`src/rtl/text_row_scheduler.sv`:
```
// text_row_scheduler
//   Holds one row of up to SLOTS glyph codes in a double buffer. A writer fills
//   the shadow buffer. A commit arms a swap, and the swap copies shadow into
//   active at the next frame boundary (hcount==0 && vcount==0). While the
//   raster crosses the row, the block tells the sprite renderer which letter
//   to draw, and where.
//
// Ports
//   pixel_clk_in        sole clock, rising edge
//   rst_in              synchronous active-high reset
//   hcount_in/vcount_in raster position (output reflects it one cycle later)
//   base_x_in/base_y_in requested row origin, latched at each frame boundary
//   wr_valid_in/wr_letter_in/wr_ready_out  letter write handshake
//   clear_in            empty the shadow buffer
//   commit_in           arm a shadow->active swap for the next frame boundary
//   commit_pending_out  a swap is armed and not yet performed
//   count_out           letters held in the shadow buffer
//   letter_out/x_out/y_out  registered glyph code and cell origin
//
// Handshake: a write transfers on a rising edge where wr_valid_in and
// wr_ready_out are both high. wr_ready_out is combinational and does not
// depend on wr_valid_in. The writer may hold wr_valid_in and wr_letter_in
// across cycles; each cycle with ready high consumes one letter.
module text_row_scheduler #(
  parameter int SLOTS   = 16,
  parameter int GLYPH_W = 38,
  parameter int GLYPH_H = 45
) (
  input  logic                     pixel_clk_in,
  input  logic                     rst_in,
  input  logic [10:0]              hcount_in,
  input  logic [9:0]               vcount_in,
  input  logic [10:0]              base_x_in,
  input  logic [9:0]               base_y_in,
  input  logic                     wr_valid_in,
  input  logic [4:0]               wr_letter_in,
  output logic                     wr_ready_out,
  input  logic                     clear_in,
  input  logic                     commit_in,
  output logic                     commit_pending_out,
  output logic [$clog2(SLOTS):0]   count_out,
  output logic [4:0]               letter_out,
  output logic [10:0]              x_out,
  output logic [9:0]               y_out
);

  localparam int IW  = $clog2(SLOTS);
  localparam int CW  = IW + 1;
  localparam int CLW = $clog2(GLYPH_W + 1);
  localparam logic [10:0]    GW11    = 11'(GLYPH_W);
  localparam logic [10:0]    ROW_W11 = 11'(GLYPH_W * SLOTS);
  localparam logic [9:0]     GH10    = 10'(GLYPH_H);
  localparam logic [CLW-1:0] COL_MAX = CLW'(GLYPH_W - 1);

  logic [4:0]     shadow_mem [SLOTS];
  logic [4:0]     active_mem [SLOTS];
  logic [CW-1:0]  shadow_count;
  logic [CW-1:0]  active_count;
  logic           commit_pending;
  logic [10:0]    bx;
  logic [9:0]     by;

  // Column tracker state for the previous pixel: slot index, column in cell, cell left edge.
  logic [CW-1:0]  slot_r, slot_c;
  logic [CLW-1:0] col_r, col_c;
  logic [10:0]    cell_x_r, cell_x_c;

  logic           frame_bnd;
  logic [10:0]    h_off;
  logic [9:0]     v_off;
  logic           row_hit;
  logic [4:0]     letter_c;

  assign frame_bnd          = (hcount_in == 11'd0) && (vcount_in == 10'd0);
  assign wr_ready_out       = (shadow_count < CW'(SLOTS)) && !commit_pending && !clear_in && !rst_in;
  assign commit_pending_out = commit_pending;
  assign count_out          = shadow_count;

  // Modular offsets so a row origin near the edge wraps instead of saturating.
  assign h_off   = hcount_in - bx;
  assign v_off   = vcount_in - by;
  assign row_hit = (v_off < GH10) && (h_off < ROW_W11);

  // Slot index without a divider. The counter restarts at the row's left edge.
  // It relies on hcount advancing by one per cycle across the row.
  always_comb begin
    slot_c   = slot_r;
    col_c    = col_r;
    cell_x_c = cell_x_r;
    if (hcount_in == bx) begin
      slot_c   = '0;
      col_c    = '0;
      cell_x_c = bx;
    end else if (col_r == COL_MAX) begin
      slot_c   = slot_r + CW'(1);
      col_c    = '0;
      cell_x_c = cell_x_r + GW11;
    end else begin
      col_c = col_r + CLW'(1);
    end
  end

  always_comb begin
    letter_c = 5'd0;
    if (slot_c < active_count) letter_c = active_mem[slot_c[IW-1:0]];
  end

  // Buffer storage carries no reset. The counts alone define what is valid.
  always_ff @(posedge pixel_clk_in) begin
    if (wr_valid_in && wr_ready_out)
      shadow_mem[shadow_count[IW-1:0]] <= wr_letter_in;
    if (!rst_in && frame_bnd && commit_pending)
      for (int i = 0; i < SLOTS; i++) active_mem[i] <= shadow_mem[i];
  end

  always_ff @(posedge pixel_clk_in) begin
    if (rst_in) begin
      shadow_count   <= '0;
      active_count   <= '0;
      commit_pending <= 1'b0;
      bx             <= '0;
      by             <= '0;
      slot_r         <= '0;
      col_r          <= '0;
      cell_x_r       <= '0;
      letter_out     <= '0;
      x_out          <= '0;
      y_out          <= '0;
    end else begin
      slot_r   <= slot_c;
      col_r    <= col_c;
      cell_x_r <= cell_x_c;

      if (clear_in)
        shadow_count <= '0;
      else if (wr_valid_in && wr_ready_out)
        shadow_count <= shadow_count + CW'(1);

      if (frame_bnd) begin
        bx <= base_x_in;
        by <= base_y_in;
      end

      // On a boundary, a pending swap is consumed. Otherwise, a commit arms
      // the swap, and a commit on the boundary cycle itself waits a frame.
      if (frame_bnd && commit_pending) begin
        active_count   <= shadow_count;
        commit_pending <= 1'b0;
      end else if (commit_in) begin
        commit_pending <= 1'b1;
      end

      if (row_hit) begin
        letter_out <= letter_c;
        x_out      <= cell_x_c;
      end else begin
        letter_out <= 5'd0;
        x_out      <= bx;
      end
      y_out <= by;
    end
  end

endmodule

```
`config.mk`:
```
export PLATFORM = sky130hd
export DESIGN_NAME = text_row_scheduler
export DESIGN_NICKNAME = d
export VERILOG_FILES = /design/src/rtl/text_row_scheduler.sv
export SDC_FILE = /design/constraint.sdc
export NUM_CORES = 1
export LEC_CHECK = 0
export ABC_AREA = 1
export CORE_MARGIN = 3
export CORE_UTILIZATION = 60
export CTS_BUF_LIST = sky130_fd_sc_hd__clkbuf_16
export CTS_CLUSTER_DIAMETER = 40
export DETAILED_ROUTE_END_ITERATION = 6
export GPL_ROUTABILITY_DRIVEN = 0
export HOLD_SLACK_MARGIN = 0.05
export PLACE_DENSITY = 0.88
export SKIP_CTS_REPAIR_TIMING = 1
export SYNTH_ARGS = -nofsm -noshare
export SYNTH_HDL_FRONTEND = slang
export SYNTH_SLANG_ARGS = --single-unit
```
`constraint.sdc`:
```
create_clock -name pixel_clk_in -period 7.7 [get_ports pixel_clk_in]
set_input_delay 0.77 -clock pixel_clk_in [delete_from_list [all_inputs] [get_ports pixel_clk_in]]
set_output_delay 0.77 -clock pixel_clk_in [all_outputs]
set_load 0.02 [all_outputs]
```
# Yosys cells after proc, flatten, opt, wreduce, memory -nomap -nowiden
# Memory sizes are Yosys's and may differ from the RTL's. A register that Yosys moved wholly into a read port is not among the register bits.
# Index checks and enable logic that the tools add are counted.
# totals
regBits	75
ram_bits	160
in_bits	52
output_inout_bits	33
wordCells	53
memories	2
# op_classes
addsub	6
order_cmp	4
eq_ne	2
n_mux	9
n_bitwise	2
reduce_logical	18
# mem_list
name	depth	width	rd	rd_clocked_by_memory_dff	wr	line	text
active_mem	16	5	1	1	16	56	logic [4:0] active_mem [SLOTS];
shadow_mem	16	5	16	0	1	55	logic [4:0] shadow_mem [SLOTS];
# ops
cell	count
two-way mux 11 bit	3
adder 11 x 6 -> 11 bit, second input constant	1
equality test 11 bit	1
logical NOT 11 bit	1
< comparator 11 x 10 -> 1 bit, second input constant	1
subtractor 11 bit	1
adder 5 x 1 -> 5 bit, second input constant	2
logical NOT 10 bit	1
< comparator 10 x 6 -> 1 bit, second input constant	1
two-way mux 5 bit	2
subtractor 10 bit	1
logical AND 1 bit	9
adder 6 x 1 -> 6 bit, second input constant	1
equality test 6 bit, second input constant	1
OR reduction 3 bit	2
< comparator 5 bit	1
< comparator 5 bit, second input constant	1
two-way mux 1 bit	4
OR reduction 2 bit	2
logical NOT 1 bit	3
inverter 1 bit	2

# Depth between registers and ports, before layout
# Gate-level depths: netlist of run 1.
# depth
depth_word	7
mapped_depth	19
depth_no_buf	18

# Worst setup path before layout of run 1
# No wires, ideal clock.
# synth_path
kind	input-to-reg
from	in vcount_in[2]
to	mem active_mem[0][0] (enable)
setup_time_ns	0.434
t_arrival_ns	3.109
required_ns	7.266
slack_ns	4.156
path_stages	7
n_path_buf	0
path_cell_list	nor2_1 > nand2_1 > nor4_1 > nand4_1 > nor2_1 > nand2_1 > inv_1
# synth_rtl
element	line	text
start, declared	32	input logic [9:0] vcount_in,
end, declared	56	

# Worst setup path in the final report of run 1
# layout_path
from	in rst_in
to	out wr_ready_out
# layout_via
elab_chain_len	2
# layout_rtl
element	line	text
start, declared	30	input logic rst_in,
logical NOT 1 bit	75	assign wr_ready_out = (shadow_count < CW'(SLOTS)) && !commit_pending && !clear_in && !rst_in;
logical AND 1 bit	75	
end, declared	37	output logic wr_ready_out,
# No other way between the ends.

==> results of run 1 <==
==> layout by cell type (no fill, tap or decap), types with 3 or more instances in the layout <==
cell type / count
sky130_fd_sc_hd__xnor2_1: 3
sky130_fd_sc_hd__a21oi_1: 42
sky130_fd_sc_hd__nor2_1: 116
sky130_fd_sc_hd__o22ai_1: 4
sky130_fd_sc_hd__o21ai_0: 41
sky130_fd_sc_hd__clkdlybuf4s50_1: 84
sky130_fd_sc_hd__nand4_1: 7
sky130_fd_sc_hd__inv_2: 3
sky130_fd_sc_hd__inv_1: 161
sky130_fd_sc_hd__nor2_2: 3
sky130_fd_sc_hd__nor4_1: 3
sky130_fd_sc_hd__clkinv_1: 4
sky130_fd_sc_hd__ha_1: 31
sky130_fd_sc_hd__inv_6: 4
sky130_fd_sc_hd__nand2_1: 251
sky130_fd_sc_hd__clkbuf_16: 31
sky130_fd_sc_hd__clkinvlp_4: 4
sky130_fd_sc_hd__o21bai_1: 15
sky130_fd_sc_hd__o211ai_1: 6
sky130_fd_sc_hd__xor2_1: 4
sky130_fd_sc_hd__clkinv_2: 4
sky130_fd_sc_hd__nor3_1: 6
sky130_fd_sc_hd__buf_4: 4
sky130_fd_sc_hd__inv_8: 4
sky130_fd_sc_hd__nand2_2: 3
sky130_fd_sc_hd__edfxtp_1: 160
sky130_fd_sc_hd__clkinv_4: 3
sky130_fd_sc_hd__nor2_4: 3
sky130_fd_sc_hd__dfxtp_1: 80
sky130_fd_sc_hd__nand3_1: 88
==> metal layers <==
| layer | global-route usage | part of all wire | up-vias |
|---|---|---|---|
| met3 | 0.03652 | 0.071 | 86 |
| met1 | 0.3226 | 0.40 | 3630 |
| li1 | - | - | 3709 |
| met4 | 0.08537 | 0.035 | 0 |
| met5 | 0 | 0 | - |
| met2 | 0.4493 | 0.50 | 352 |
==> synth_stat cells, types with 2 or more instances <==
master	count
sky130_fd_sc_hd__nand2_1	251
sky130_fd_sc_hd__edfxtp_1	160
sky130_fd_sc_hd__inv_1	159
sky130_fd_sc_hd__nor2_1	116
sky130_fd_sc_hd__nand3_1	88
sky130_fd_sc_hd__dfxtp_1	80
sky130_fd_sc_hd__a21oi_1	42
sky130_fd_sc_hd__o21ai_0	41
sky130_fd_sc_hd__ha_1	31
sky130_fd_sc_hd__o21bai_1	15
sky130_fd_sc_hd__clkbuf_1	13
sky130_fd_sc_hd__nand4_1	7
sky130_fd_sc_hd__buf_4	6
sky130_fd_sc_hd__nor3_1	6
sky130_fd_sc_hd__o211ai_1	6
sky130_fd_sc_hd__buf_2	5
sky130_fd_sc_hd__o22ai_1	4
sky130_fd_sc_hd__xor2_1	4
sky130_fd_sc_hd__nand2_2	3
sky130_fd_sc_hd__nor2_2	3
sky130_fd_sc_hd__nor2_4	3
sky130_fd_sc_hd__nor4_1	3
sky130_fd_sc_hd__xnor2_1	3
sky130_fd_sc_hd__inv_2	2
sky130_fd_sc_hd__nand2_4	2
sky130_fd_sc_hd__nor2_8	2
sky130_fd_sc_hd__or2_2	2
==> cell type report <==
cell class	count	area [µm²]
Fill cell	1046	4362
Multi-Input combinational cell	643	3197
Clock buffer	31	775.7
Tap cell	220	275.3
Sequential cell	240	6406
Clock inverter	27	250.2
Timing Repair Buffer	88	870.8
Inverter	164	623.1
==> sequential cells by signal, indices dropped and copies added, names as in the netlist, 6 cells and up <==
| signal | count |
|---|---|
| active_mem | 80 |
| bx | 11 |
| by | 10 |
| cell_x_r | 11 |
| col_r | 6 |
| shadow_mem | 80 |
| x_out | 11 |
| y_out | 10 |
==> final timing paths <==
kind / start / to / slack (ps) / cells after the start
setup / recovery: rst_in / wr_ready_out / 4190 / 6
hold / removal: shadow_mem[5][3] / active_mem[5][3] / 410 / 0
setup reg to reg: bx[5] / letter_out[2] / 4490 / 15
hold reg to reg: shadow_mem[5][3] / active_mem[5][3] / 410 / 0
==> kinds of logic after synthesis <==
family,after synthesis
flip-flops,240
buffers and inverters,189
adder cells (fa/ha/maj),32
AND/OR/NAND/NOR,491
XOR/XNOR,7
AO/OA/AOI/OAI,113
==> stage by stage <==
step           hold WS (ps)  instances  utilization
4_1_cts               414.7       1413       0.7398
2_1_floorplan         400.3       1072            -
3_3_place_gp          400.1       1355       0.6785
3_5_place_dp          404.5       1355       0.6785
5_1_grt               418.9       1413       0.7398
6_report              413.8       1413       0.7398
==> power breakdown <==
| group | leakage (nW) | internal (mW) | switching [mW] |
|---|---|---|---|
| sequential | 2.08 | 1.37 | 0.00245 |
| combinational | 2.40 | 0.0501 | 0.0661 |
| clock | 0.507 | 0.822 | 0.571 |
| total | 4.99 | 2.24 | 0.639 |
==> results.yml, run 1 <==
global_routing:
  grt_usage: 0.2546
  total_grt_overflow: 0
  grt_max_degree: 82
  grt_antenna_before_repair: 0
  first_pass_grt_wire_length_um: 37490
  grt_pass1_vias: 7479
clocking:
  cts.path.max_buffers: 3
  tritoncts_clock_tree: "done"
  ctsHtreeMaxLevel: 1
  clock_root_cell: "sky130_fd_sc_hd__clkbuf_16"
  cts.sinks: 240
  numCtsBuffers: 31
  clock_insertion_delay_worst_skew_ps: 550
  clk_pin_slew_ps: 60
placed_design:
  io_buffer_count: 84
  dp.final_hpwl_um: 15670
  pre_cts_ws_ps: 3945
  place_area_um2: 11370
worst_setup_path:
  critical-path-top-cell-by-count: "sky130_fd_sc_hd__clkdlybuf4s50_1"
  required_ps: 6930
  critical_path.max_fanout: 34
  list_of_cells_traversed_by_the_critical_path: "clkdlybuf4s50_1 -> buf_4 -> nor2_1 -> inv_1 -> nor3_1 -> clkdlybuf4s50_1"
  critical_path.endpoint_type: "output pin"
  critical_path_arrival_ps: 2740
  cpLargestDelayFamily: "buffers and inverters"
  slowest_stage: "sky130_fd_sc_hd__clkdlybuf4s50_1"
  criticalPathCategory: "input port to output pin"
  worstPathBufferInverterCount: 4
  critPathLaunchType: "input port"
  slowest_delay_ps: 690
cells_and_area:
  antennaDiodeCount: 0
  design_area_um2: 12400
  nets: 1252
  final_layout_size_suffix_gt1_frac: 0.06538
  layout-area-overhead-vs-synth_pct: 19.72
die:
  floorplan.die_area_um2: 18870
  ios: 85
  die-height_um: 137.4
  design.core.area_um2: 16760
  row_count: 47
  die_width_um: 137.4
  floorplan.initialDensity: 0.6179
job:
  max_capacitance_violation_count: 0
yosys:
  post_synth_main_area_contributors: "sky130_fd_sc_hd__edfxtp_1, sky130_fd_sc_hd__dfxtp_1, sky130_fd_sc_hd__nand2_1"
  synthArstFlopShare: 0
  synth_compound_gate_area_share: 0.06113
  number_of_enable_flip_flop_cells_after_synthesis: 160
  syn_area_um2: 10360
  postSynthNetCount: 1156
  synth_ff_type: "sky130_fd_sc_hd__edfxtp_1"
  post_synth_inst_count: 1072
  synth_seq_area_share: 0.6186
  synth_largest_area_cell: "sky130_fd_sc_hd__edfxtp_1"
  syn_avg_cell_area_um2: 9.661
  flip_flop_and_latch_count_after_synthesis: 240
  synth-xor-area-share: 0.005920
  main_combinational_cell_family_by_area_after_synthesis: "simple AND/OR/NAND/NOR gates"
  post-synth-top-area-fraction: 0.4639
  synthAdderAreaFrac: 0.03939
  yosys.cell_types.count: 42
  synthSimpleGateAreaFrac: 0.2022
  yosys-mux-area-fraction: 0
  ys_warn_count: 0
timing:
  finalClockSkew_ps: 17.90
  worst_slack_ps: 4191
  max_clock_freq_mhz: 285.0
  setup_repair_after_global_routing_missed_its_margin: "no"
  fin_crit_ps: 3509
  tightestPinTransition_ps: 1015
  final.setup.tns_ps: 0
  maxSlewViolCount: 0
  timing_hold_violations_final: 0
  relSlewSlack: 0.3232
  setup_violations: 0
  final_min_period_over_clock_period: 0.4557
power_and_ir_drop:
  pleak_nw: 4.989
  ir_worst_vdd_v: 0.0002238
  pwr_density_cell_nw_per_um2: 232.3
  total_power_mw: 2.880
routing:
  drt_pre_antenna_iters: 5
  drtAntennaViolNets: 0
  drt-total-wl_um: 23880
  vias_per_cell: 5.504
  detail_route.iter0.violations: 682
  drc: 0
  detailroute.via_count: 7777
  wl_per_cell_um: 16.90
outcome:
  status: "finished clean"
hold_path:
  timing.hold.worst.class: "flip-flop to flip-flop"
Note: power is estimated with default switching activity, not from simulation.
==> run 2: changes to the inputs <==
--- a/config.mk
+++ b/config.mk
@@ -7,13 +7,13 @@
 export LEC_CHECK = 0
 export ABC_AREA = 1
 export CORE_MARGIN = 3
-export CORE_UTILIZATION = 60
+export CORE_UTILIZATION = 52
 export CTS_BUF_LIST = sky130_fd_sc_hd__clkbuf_16
 export CTS_CLUSTER_DIAMETER = 40
 export DETAILED_ROUTE_END_ITERATION = 6
 export GPL_ROUTABILITY_DRIVEN = 0
 export HOLD_SLACK_MARGIN = 0.05
-export PLACE_DENSITY = 0.88
+export PLACE_DENSITY = 0.81
 export SKIP_CTS_REPAIR_TIMING = 1
 export SYNTH_ARGS = -nofsm -noshare
 export SYNTH_HDL_FRONTEND = slang
==> constraint.sdc (replaced) <==
create_clock -name pixel_clk_in -period 3.2 [get_ports pixel_clk_in]
set_input_delay 0.32 -clock pixel_clk_in [delete_from_list [all_inputs] [get_ports pixel_clk_in]]
set_output_delay 0.32 -clock pixel_clk_in [all_outputs]
set_load 0.02 [all_outputs]
==> run 2 against run 1 <==
Effect of this change: total power rose to 2.6 times the previous value; critical path type is now flip-flop to flip-flop; cell area increased by 2.2%; final cell count rose by 3.3%; routed wire length fell by 1.5%; worst setup slack worse by 3900 ps; clock power rose to 2.8 times the previous value; combinational power up 140%.
==> results.yml, run 2 (same netlist as run 1, synthesis figures left out) <==
outcome:
  status: "finished clean"
die:
  floorplan.die_area_um2: 21650
  design.core.area_um2: 19140
  die_width_um: 147.1
  row_count: 50
  ios: 85
  die-height_um: 147.1
  floorplan.initialDensity: 0.5410
timing:
  worst_slack_ps: 336.1
  timing_hold_violations_final: 0
  setup_violations: 0
  maxSlewViolCount: 0
  finalClockSkew_ps: 23.14
  fin_crit_ps: 2864
  final_min_period_over_clock_period: 0.8950
  max_clock_freq_mhz: 349.2
  relSlewSlack: 0.4736
  tightestPinTransition_ps: 787.1
  final.setup.tns_ps: 0
  setup_repair_after_global_routing_missed_its_margin: "no"
worst_setup_path:
  critPathLaunchType: "flip-flop"
  slowest_delay_ps: 530
  critical_path.max_fanout: 27
  critical-path-top-cell-by-count: "sky130_fd_sc_hd__nand2_1"
  critical_path_arrival_ps: 3290
  critical_path.endpoint_type: "flip-flop"
  criticalPathCategory: "flip-flop to flip-flop"
  required_ps: 3630
  cp_num_cells: 17
  cpLargestDelayFamily: "simple AND/OR/NAND/NOR gates"
  list_of_cells_traversed_by_the_critical_path: "inv_1 -> ha_1 -> nand2_1 -> nor2_4 -> nand2_2 -> nor2_8 -> nor2_4 -> ha_1 -> nand2_1 -> nand2_1 -> nand2_1 -> nand2_1 -> nand2_1 -> nand2_1 -> nand2_1 -> nand2_1 -> nor2_1"
  worstRegToRegCells: 17
  worstPathBufferInverterCount: 1
  slowest_stage: "sky130_fd_sc_hd__nor2_4"
cells_and_area:
  layout-area-overhead-vs-synth_pct: 22.39
  most-common-layout-cells: "sky130_fd_sc_hd__nand2_1, sky130_fd_sc_hd__inv_1, sky130_fd_sc_hd__edfxtp_1"
  nets: 1260
  fill_cells: 1412
  final_core_utilization: 0.6621
  antennaDiodeCount: 0
  register_area_um2: 6406
  layout.cells.most_common: "sky130_fd_sc_hd__nand2_1"
  multi_input_area_um2: 3197
  final_layout_size_suffix_gt1_frac: 0.07000
clocking:
  clock_insertion_delay_worst_skew_ps: 510
  cts.sinks: 240
  clock_root_cell: "sky130_fd_sc_hd__clkbuf_16"
  tritoncts_clock_tree: "done"
  clk_pin_slew_ps: 60
  cts.path.max_buffers: 3
  numCtsBuffers: 34
  ctsHtreeMaxLevel: 2
global_routing:
  grt_usage: 0.2143
  grt_antenna_before_repair: 0
  grt_pass1_vias: 7312
  grt_max_degree: 44
  first_pass_grt_wire_length_um: 36920
  total_grt_overflow: 0
routing:
  detail_route.iter0.violations: 640
  drt-total-wl_um: 23510
  drc: 0
  vias_per_cell: 5.168
  drtAntennaViolNets: 0
  detailroute.via_count: 7545
  drt_pre_antenna_iters: 5
  wl_per_cell_um: 16.10
power_and_ir_drop:
  pwr-share-comb: 0.038
  ir_worst_vdd_v: 0.0004821
  pleak_nw: 5.109
  p_sw_mw: 1.544
  power_report.internal_total_mw: 5.878
  share_clk_of_total_power: 0.518
  seq_power_share: 0.445
  pwr_density_cell_nw_per_um2: 585.6
  netSwitchingFraction: 0.2080
hold_path:
  min_path_cells: 0
  timing.hold.worst.class: "flip-flop to flip-flop"
job:
  max_capacitance_violation_count: 0
placed_design:
  pre_cts_ws_ps: 82.05
  io_buffer_count: 84
  dp.final_hpwl_um: 15690
-- run 2: path summary, 6_finish.rpt --
path,from,end,slack [ps]
setup / recovery,bx[7],letter_out[3],340
hold / removal,shadow_mem[3][2],active_mem[3][2],410
setup reg to reg,bx[7],letter_out[3],340
hold reg to reg,shadow_mem[3][2],active_mem[3][2],410
-- run 2: layout make-up --
type                            count  area share
Inverter                          164     0.04916
Timing Repair Buffer               93     0.07463
Tap cell                          260     0.02567
Multi-Input combinational cell    643      0.2522
Clock inverter                     24     0.02182
Sequential cell                   240      0.5054
Clock buffer                       36     0.07108
-- run 2: power groups by stage --
stage / clock network [mW] / registers [mW] / logic, mW
2_1_floorplan: 0 / 3.37 / 0.138
3_3_place_gp: 0 / 3.36 / 0.267
3_5_place_dp: 0 / 3.37 / 0.273
4_1_cts: 3.89 / 3.30 / 0.278
5_1_grt: 4.04 / 3.30 / 0.308
6_report: 3.84 / 3.30 / 0.279
-- run 2: per-stage QoR --
stage / hold WS, ps / area [µm²] / power [mW] / instances
5_1_grt: 417.4 / 12670 / 7.645 / 1460
2_1_floorplan: 400.3 / 10360 / 3.506 / 1072
6_report: 414.3 / 12670 / 7.422 / 1460
3_5_place_dp: 404.5 / 11500 / 3.639 / 1400
3_3_place_gp: 400.5 / 11500 / 3.632 / 1400
4_1_cts: 412.5 / 12670 / 7.465 / 1460
-- run 2: routing by layer --
layer | vias to the layer above | global-route usage | share of wire
met5 | - | 0 | 0
met4 | 0 | 0.07922 | 0.032
met3 | 65 | 0.04411 | 0.063
met2 | 281 | 0.3682 | 0.50
met1 | 3477 | 0.2691 | 0.41
li1 | 3722 | - | -
-- run 2: worst register-to-register path: stages, from the launching register on --
cell	delay, ps
sky130_fd_sc_hd__dfxtp_1	390
sky130_fd_sc_hd__inv_1	90
sky130_fd_sc_hd__ha_1	360
sky130_fd_sc_hd__nand2_1	210
sky130_fd_sc_hd__nor2_4	60
sky130_fd_sc_hd__nand2_2	110
sky130_fd_sc_hd__nor2_8	70
sky130_fd_sc_hd__nor2_4	530
sky130_fd_sc_hd__ha_1	350
sky130_fd_sc_hd__nand2_1	60
sky130_fd_sc_hd__nand2_1	50
sky130_fd_sc_hd__nand2_1	50
sky130_fd_sc_hd__nand2_1	50
sky130_fd_sc_hd__nand2_1	60
sky130_fd_sc_hd__nand2_1	60
sky130_fd_sc_hd__nand2_1	70
sky130_fd_sc_hd__nand2_1	110
sky130_fd_sc_hd__nor2_1	130
